[config.mk]
export PLATFORM = sky130hd
export DESIGN_NAME = div_result_display_flat
export DESIGN_NICKNAME = d
export VERILOG_FILES = /design/src/rtl/div_disp_pkg.sv /design/src/rtl/div_result_display_if.sv /design/src/rtl/seg7_decode.sv /design/src/rtl/div_result_display.sv /design/src/flat_wrapper.sv
export SDC_FILE = /design/constraint.sdc
export NUM_CORES = 1
export LEC_CHECK = 0
export CORE_MARGIN = 5
export CORE_UTILIZATION = 56
export DETAILED_ROUTE_END_ITERATION = 7
export GPL_TIMING_DRIVEN = 0
export PLACE_DENSITY_LB_ADDON = 0.12
export SYNTH_ARGS = -nofsm -noshare
export SYNTH_HDL_FRONTEND = slang
export SYNTH_SLANG_ARGS = --single-unit
[constraint.sdc]
create_clock -name CLK -period 2 [get_ports CLK]
set_input_delay 0.4 -clock CLK [delete_from_list [all_inputs] [get_ports CLK]]
set_output_delay 0.4 -clock CLK [all_outputs]
set_load 0.02 [all_outputs]
[src/rtl/div_disp_pkg.sv]
// Shared types and constants for the divider result display.
// State encoding, digit codes, active-low segment patterns and the
// double-dabble step used by the converter.
package div_disp_pkg;

   typedef enum logic [1:0] {
      IDLE   = 2'd0,
      CONV_Q = 2'd1,
      CONV_R = 2'd2,
      LOAD   = 2'd3
   } state_t;

   // Digit codes: 0-9 are their own values, the rest are glyphs.
   localparam logic [3:0] DIG_E     = 4'hA;
   localparam logic [3:0] DIG_R     = 4'hB;
   localparam logic [3:0] DIG_BLANK = 4'hF;

   // Segment patterns {g,f,e,d,c,b,a}, a 0 lights the segment.
   localparam logic [6:0] SEG_0     = 7'h40;
   localparam logic [6:0] SEG_1     = 7'h79;
   localparam logic [6:0] SEG_2     = 7'h24;
   localparam logic [6:0] SEG_3     = 7'h30;
   localparam logic [6:0] SEG_4     = 7'h19;
   localparam logic [6:0] SEG_5     = 7'h12;
   localparam logic [6:0] SEG_6     = 7'h02;
   localparam logic [6:0] SEG_7     = 7'h78;
   localparam logic [6:0] SEG_8     = 7'h00;
   localparam logic [6:0] SEG_9     = 7'h10;
   localparam logic [6:0] SEG_E     = 7'h06;
   localparam logic [6:0] SEG_R     = 7'h2F;
   localparam logic [6:0] SEG_BLANK = 7'h7F;

   // One iteration per input bit of the 4-bit operands.
   localparam int DD_ITERS = 4;

   // One shift-add-3 iteration on {bcd[7:0], bin[3:0]}.
   function automatic logic [11:0] dd_step(input logic [11:0] sr);
      logic [11:0] adj;
      adj = sr;
      if (adj[11:8] >= 4'd5) adj[11:8] = adj[11:8] + 4'd3;
      if (adj[7:4] >= 4'd5)  adj[7:4]  = adj[7:4] + 4'd3;
      return {adj[10:0], 1'b0};
   endfunction

endpackage

[src/rtl/div_result_display_if.sv]
// Result handshake and display bus of the divider result stage.
// valid/Q/R/error come from the divider controller; valid is a one-cycle
// pulse honoured only while busy is low, and a pulse seen while busy is
// high is dropped. state_dbg mirrors the FSM state for observation.
interface div_result_display_if;
   import div_disp_pkg::*;

   logic       valid;
   logic [3:0] Q;
   logic [3:0] R;
   logic       error;
   logic       busy;
   logic       upd;
   logic [3:0] an;
   logic [6:0] seg;
   state_t     state_dbg;

   modport master (
      output valid, Q, R, error,
      input  busy, upd, an, seg, state_dbg
   );

   modport slave (
      input  valid, Q, R, error,
      output busy, upd, an, seg, state_dbg
   );

endinterface

[src/rtl/seg7_decode.sv]
// Combinational digit-code to active-low seven-segment mapping.
// Any code outside 0-9, E and r shows as blank.
module seg7_decode
   import div_disp_pkg::*;
(
   input  logic [3:0] digit_i,
   output logic [6:0] seg_o
);

   // Table lookup on the digit code.
   always_comb begin
      seg_o = SEG_BLANK;
      case (digit_i)
         4'd0:    seg_o = SEG_0;
         4'd1:    seg_o = SEG_1;
         4'd2:    seg_o = SEG_2;
         4'd3:    seg_o = SEG_3;
         4'd4:    seg_o = SEG_4;
         4'd5:    seg_o = SEG_5;
         4'd6:    seg_o = SEG_6;
         4'd7:    seg_o = SEG_7;
         4'd8:    seg_o = SEG_8;
         4'd9:    seg_o = SEG_9;
         DIG_E:   seg_o = SEG_E;
         DIG_R:   seg_o = SEG_R;
         default: seg_o = SEG_BLANK;
      endcase
   end

endmodule

[src/rtl/div_result_display.sv]
// Divider result display: captures quotient/remainder/error, converts both
// operands to BCD with a sequential double-dabble engine and scans a
// 4-digit active-low seven-segment display.
// Optional macro LEADING_ZERO_BLANK_EN blanks a zero tens digit at load.
module div_result_display
   import div_disp_pkg::*;
#(
   parameter int REFRESH_BITS = 18
) (
   input logic                 CLK,
   input logic                 rst,
   div_result_display_if.slave bus
);

   localparam logic [1:0] LAST_ITER = 2'(DD_ITERS - 1);

   state_t      state_q;
   logic [1:0]  iter_q;
   logic [11:0] sr_q;
   logic [11:0] sr_d;
   logic [3:0]  r_q;
   logic        err_q;
   logic [3:0]  qt_q, qo_q;
   logic [3:0]  d3_q, d2_q, d1_q, d0_q;
   logic        busy_q, upd_q;

   logic [REFRESH_BITS-1:0] ref_q;
   logic [1:0]              scan_k;
   logic [3:0]              scan_digit;
   logic [6:0]              seg_d;
   logic [3:0]              an_q;
   logic [6:0]              seg_q;

   // Next value of the shift register after one shift-add-3 iteration.
   always_comb begin
      sr_d = dd_step(sr_q);
   end

   // Control FSM: capture, convert Q then R, load the display registers.
   always_ff @(posedge CLK) begin
      if (rst) begin
         state_q <= IDLE;
         iter_q  <= 2'd0;
         sr_q    <= 12'd0;
         r_q     <= 4'd0;
         err_q   <= 1'b0;
         qt_q    <= 4'd0;
         qo_q    <= 4'd0;
         d3_q    <= DIG_BLANK;
         d2_q    <= DIG_BLANK;
         d1_q    <= DIG_BLANK;
         d0_q    <= DIG_BLANK;
         busy_q  <= 1'b0;
         upd_q   <= 1'b0;
      end else begin
         upd_q <= 1'b0;
         case (state_q)
            IDLE: begin
               if (bus.valid) begin
                  r_q    <= bus.R;
                  err_q  <= bus.error;
                  sr_q   <= {8'h00, bus.Q};
                  iter_q <= 2'd0;
                  busy_q <= 1'b1;
                  state_q <= bus.error ? LOAD : CONV_Q;
               end
            end
            CONV_Q: begin
               sr_q   <= sr_d;
               iter_q <= iter_q + 2'd1;
               if (iter_q == LAST_ITER) begin
                  // Keep the quotient digits and restart on the remainder.
                  qt_q    <= sr_d[11:8];
                  qo_q    <= sr_d[7:4];
                  sr_q    <= {8'h00, r_q};
                  iter_q  <= 2'd0;
                  state_q <= CONV_R;
               end
            end
            CONV_R: begin
               sr_q   <= sr_d;
               iter_q <= iter_q + 2'd1;
               if (iter_q == LAST_ITER) begin
                  iter_q  <= 2'd0;
                  state_q <= LOAD;
               end
            end
            LOAD: begin
               if (err_q) begin
                  d3_q <= DIG_E;
                  d2_q <= DIG_R;
                  d1_q <= DIG_R;
                  d0_q <= DIG_BLANK;
               end else begin
`ifdef LEADING_ZERO_BLANK_EN
                  d3_q <= (qt_q == 4'd0) ? DIG_BLANK : qt_q;
                  d1_q <= (sr_q[11:8] == 4'd0) ? DIG_BLANK : sr_q[11:8];
`else
                  d3_q <= qt_q;
                  d1_q <= sr_q[11:8];
`endif
                  d2_q <= qo_q;
                  d0_q <= sr_q[7:4];
               end
               busy_q  <= 1'b0;
               upd_q   <= 1'b1;
               state_q <= IDLE;
            end
            default: state_q <= IDLE;
         endcase
      end
   end

   // Digit selected by the top two refresh-counter bits.
   always_comb begin
      scan_k     = ref_q[REFRESH_BITS-1 -: 2];
      scan_digit = DIG_BLANK;
      case (scan_k)
         2'd0: scan_digit = d0_q;
         2'd1: scan_digit = d1_q;
         2'd2: scan_digit = d2_q;
         2'd3: scan_digit = d3_q;
         default: scan_digit = DIG_BLANK;
      endcase
   end

   seg7_decode u_seg7_decode (
      .digit_i (scan_digit),
      .seg_o   (seg_d)
   );

   // Free-running refresh counter and registered anode/segment drive.
   always_ff @(posedge CLK) begin
      if (rst) begin
         ref_q <= '0;
         an_q  <= 4'b1110;
         seg_q <= SEG_BLANK;
      end else begin
         ref_q <= ref_q + {{(REFRESH_BITS-1){1'b0}}, 1'b1};
         an_q  <= ~(4'b0001 << scan_k);
         seg_q <= seg_d;
      end
   end

   assign bus.busy      = busy_q;
   assign bus.upd       = upd_q;
   assign bus.an        = an_q;
   assign bus.seg       = seg_q;
   assign bus.state_dbg = state_q;

endmodule

[src/flat_wrapper.sv]
// flat-port wrapper written by rule: the top's interface ports become plain ports
module div_result_display_flat import div_disp_pkg::*;
#(
   parameter int REFRESH_BITS = 18
)
  (CLK, rst, bus_valid, bus_Q, bus_R, bus_error, bus_busy, bus_upd, bus_an, bus_seg, bus_state_dbg);
  div_result_display_if bus_i ();
  input logic CLK;
  input logic rst;
  input wire logic [$bits(bus_i.valid)-1:0] bus_valid;
  input wire logic [$bits(bus_i.Q)-1:0] bus_Q;
  input wire logic [$bits(bus_i.R)-1:0] bus_R;
  input wire logic [$bits(bus_i.error)-1:0] bus_error;
  output wire logic [$bits(bus_i.busy)-1:0] bus_busy;
  output wire logic [$bits(bus_i.upd)-1:0] bus_upd;
  output wire logic [$bits(bus_i.an)-1:0] bus_an;
  output wire logic [$bits(bus_i.seg)-1:0] bus_seg;
  output wire logic [$bits(bus_i.state_dbg)-1:0] bus_state_dbg;
  assign bus_i.valid = bus_valid;
  assign bus_i.Q = bus_Q;
  assign bus_i.R = bus_R;
  assign bus_i.error = bus_error;
  assign bus_busy = bus_i.busy;
  assign bus_upd = bus_i.upd;
  assign bus_an = bus_i.an;
  assign bus_seg = bus_i.seg;
  assign bus_state_dbg = bus_i.state_dbg;
  div_result_display #(.REFRESH_BITS(REFRESH_BITS)) u_core (.CLK(CLK), .rst(rst), .bus(bus_i));
endmodule
==> summary.txt <==
CTS
  • Worst-path clk slew: 80 ps
  • Hold Buf Count CTS: 0
  • Root Driver: clkbuf_8
  • CTS sink cnt: 76
  • TritonCTS Buffers: 9
  • CTS tree: yes
  • H-Tree Depth: 3
  • Clock Tree Buf Depth: 2
  • Clk Latency, worst-skew pair: 350 ps
  • Post CTS Setup Buffer Count: 0

Power and ir drop
  • LEAKAGE: roughly 1.4 nW
  • Psw: around 1.3 mW
  • Switching part of the total power: 31.2%
  • Logic pwr share: 24.8%
  • Internal: 2.78 mW
  • Power share of the clock group: 31.4%
  • Peak supply drop: 0.826 mV
  • Sequential share of power: 43.8%
  • PwrDens: 1060 mW/mm^2

Synth
  • Compound-cell area share of the yosys netlist: 14.1%
  • Sequential share of the synthesized area: 46.7%
  • Simple-Gate Fraction of Synth Area: 22.0%
  • Largest family of logic cells by synthesized area: simple AND/OR/NAND/NOR gates
  • Ys Warns: 0
  • Yosys top cell by area: dfxtp_1
  • #FFs+latches synth: 76
  • Mapped Avg Cell Area: 8.58 um^2
  • Xor-xnor portion of the synthesized cell area: under 10%
  • Cells after synthesis: between 300 and 400
  • Post-synth top area share: roughly 47%
  • Synth cell types: 39
  • Synth area leaders: dfxtp_1 (47%), nand2_1 (6.4%), a21oi_1 (5.5%), ha_1 (5.0%), nor2_1 (4.1%)
  • Mapped Nets: 405
  • Post-Synth Adder-Cell Area: between 4 and 5%
  • Mux share of post-synthesis cell area: about 3.4%
  • Netlist Area Pre-Place: 0.00326 mm^2

Global routing
  • GR Overflow Total: 0
  • First-pass GRT wire length: 12100 um
  • Overall routing resource usage: between 20% and 30%
  • Vias in the first global route: 2683
  • Largest net degree at the start of global routing: 13
  • Initial antenna violation count: 0

Setup path
  • Crit end category: flip-flop
  • Worst Path Max Fanout: 10
  • CP bufs+invs: 1
  • Cell chain of the critical path: buf_6 > mux4_2 > ha_1 > o21ai_0 > o311a_1 > nand2_1
  • Worst Path Class, Setup: flip-flop to flip-flop
  • Startpoint Class: flip-flop
  • Required time worst endpoint: 2240 ps
  • Cell family with most CP delay: multiplexers
  • CP peak stage delay: roughly 590 ps
  • Critical path's slowest cell: mux4_2
  • Critical Path AT: 2110 ps

Detailed routing
  • Post-DRT Antenna Nets: 0
  • DRT Pass-1 Iters: 6
  • 1st-iter DRT viols: 211
  • Vias: 2674
  • Routed WL per cell: 14.2 um
  • Post-detailed-route DRC marker count: 0
  • Final wirelength: 6950 um
  • Vias/cell: 5.47

Placement
  • Placed cells: 476
  • GP Congestion: 0.825
  • HPWL Detailed: a little under 5000 um
  • IO Port Bufs: 24
  • Post-placement cell area: 0.00359 mm^2

Timing
  • Hold Vio Cnt, Final: 0
  • Rel. slew slack: 61.9%
  • Final setup fails: 0
  • Final min period: 1870 ps
  • Final hold slack: approximately 430 ps
  • Slew Viols, Final: 0
  • Period utilization: 93.5%
  • Slew @ Worst Pin: 567 ps
  • Fmax: 535 MHz
  • Clock Skews: a little under 9 ps
  • RSZ-0062 raised after global routing: false

Final layout
  • Final Instance Area: 0.00381 mm^2
  • Nets@finish: 438
  • Share of layout cells above drive strength 1: 6.00%
  • Post-Layout Cell Count: 489
  • Area Growth Syn to Fin: 17.0%
  • Flip-flop count of the largest register after layout: 18
  • Finished Core Util: 68.4%
  • Top reg by flops: u_core.ref_q
  • Ant diodes: 0

Floorplanning
  • Std-Cell Rows: 27
  • I/O Pins: 27
  • Chip height: roughly 86 um
  • Initial Util: 58.5%
  • Die W: around 86 um
  • Core footprint: 0.00557 mm^2
  • Die area: 0.00745 mm^2

Flow run
  • Max-cap violations: 0

Min path
  • HP Class: input pin to flip-flop

Outcome
  • Status: completed
worst paths after layout:
check / slack, ps / to / from / cells after the start
setup reg to reg: 130 / u_core.bus.seg[0] / u_core.ref_q[16] / 6
setup / recovery: 130 / u_core.bus.seg[0] / u_core.ref_q[16] / 6
hold / removal: 430 / u_core.r_q[2] / bus_valid / 3
hold reg to reg: 450 / u_core.ref_q[0] / u_core.ref_q[0] / 1
per-layer routing:
layer | global-route usage (%) | share of wire [%]
met3 | 3.90 | 5.1
met4 | 8.78 | 1.5
met2 | 33.6 | 49
met5 | 0 | 0
met1 | 25.9 | 45
worst register-to-register path, delay by kind of cell, from the launching register on:
kind | cells | cell delay (ps)
flip-flops | 1 | 330
AND/OR/NAND/NOR | 1 | 60
AO/OA/AOI/OAI | 2 | 390
multiplexers | 1 | 590
adder cells (fa/ha/maj) | 1 | 250
buffers and inverters | 1 | 150
repair_timing:
item                       CTS  global route
setup endpoints to repair    6            21
gates resized for setup      1             5
cloned                       0             0
per-stage QoR:
| step | setup TNS, ps | setup WS, ps | total power, mW |
|---|---|---|---|
| 2_1_floorplan | 0 | 245 | 2.48 |
| 3_3_place_gp | 0 | 6.26 | 2.75 |
| 3_5_place_dp | -56.8 | -17.4 | 2.77 |
| 4_1_cts | 0 | 14.2 | 4.04 |
| 5_1_grt | 0 | 20.4 | 4.29 |
| 6_report | 0 | 130 | 4.05 |
cells in the mapped netlist:
cell type / instances
nand2b_1: 8
inv_1: 14
dfxtp_1: 76
or3_1: 11
nand3b_1: 4
o31ai_1: 1
o211a_1: 1
and3_1: 1
o311a_1: 1
nand2_1: 56
and2_1: 1
xnor2_1: 6
nand4_1: 5
nor2b_1: 3
o21ai_1: 2
nor3_1: 3
a32oi_1: 1
a311oi_1: 1
clkbuf_1: 19
or2_1: 1
nand3_1: 15
ha_1: 13
xor2_1: 11
o311ai_0: 1
a21o_1: 1
a211oi_1: 1
a22oi_1: 5
nor3b_1: 5
and4_1: 2
o22ai_1: 4
buf_2: 1
mux4_2: 4
o21ai_0: 23
mux2i_1: 2
nor2_1: 36
a21oi_1: 36
o211ai_1: 3
nor4b_1: 1
buf_6: 1
cell usage in the layout (no fill, tap or decap), types with 5 or more instances in the layout:
master            n
xor2_1           11
or3_1            11
o21ai_0          23
inv_1            14
clkbuf_8         10
clkbuf_1         17
a21oi_1          36
nand2_1          56
ha_1             12
clkdlybuf4s50_1  24
nand4_1           5
xnor2_1           6
nand3_1          15
dfxtp_1          76
nor2_1           36
a22oi_1           5
nand2b_1          8
cell families after synthesis:
group | after synthesis
xor+xnor | 17
flops | 76
buf+inv | 35
fa+ha+maj | 13
mux | 6
compound gates | 81
simple gates | 152
power groups by stage:
stage / clock [mW] / combinational, mW / sequential, mW
2_1_floorplan: 0 / 0.667 / 1.82
3_3_place_gp: 0 / 0.953 / 1.80
3_5_place_dp: 0 / 0.972 / 1.80
4_1_cts: 1.29 / 0.983 / 1.77
5_1_grt: 1.36 / 1.14 / 1.79
6_report: 1.27 / 1.00 / 1.77
area by class of cell:
class / count / area, um^2
fillers: 474 / 1760
multi-input cells: 269 / 1610
flip-flops and latches: 76 / 1520
repair buffers: 24 / 240
clock buffers: 11 / 141
well taps: 72 / 90.1
plain buffers: 19 / 81.3
clock inverters: 4 / 73.8
inverters: 14 / 52.6
No activity file was read; power rests on OpenSTA's default activity.
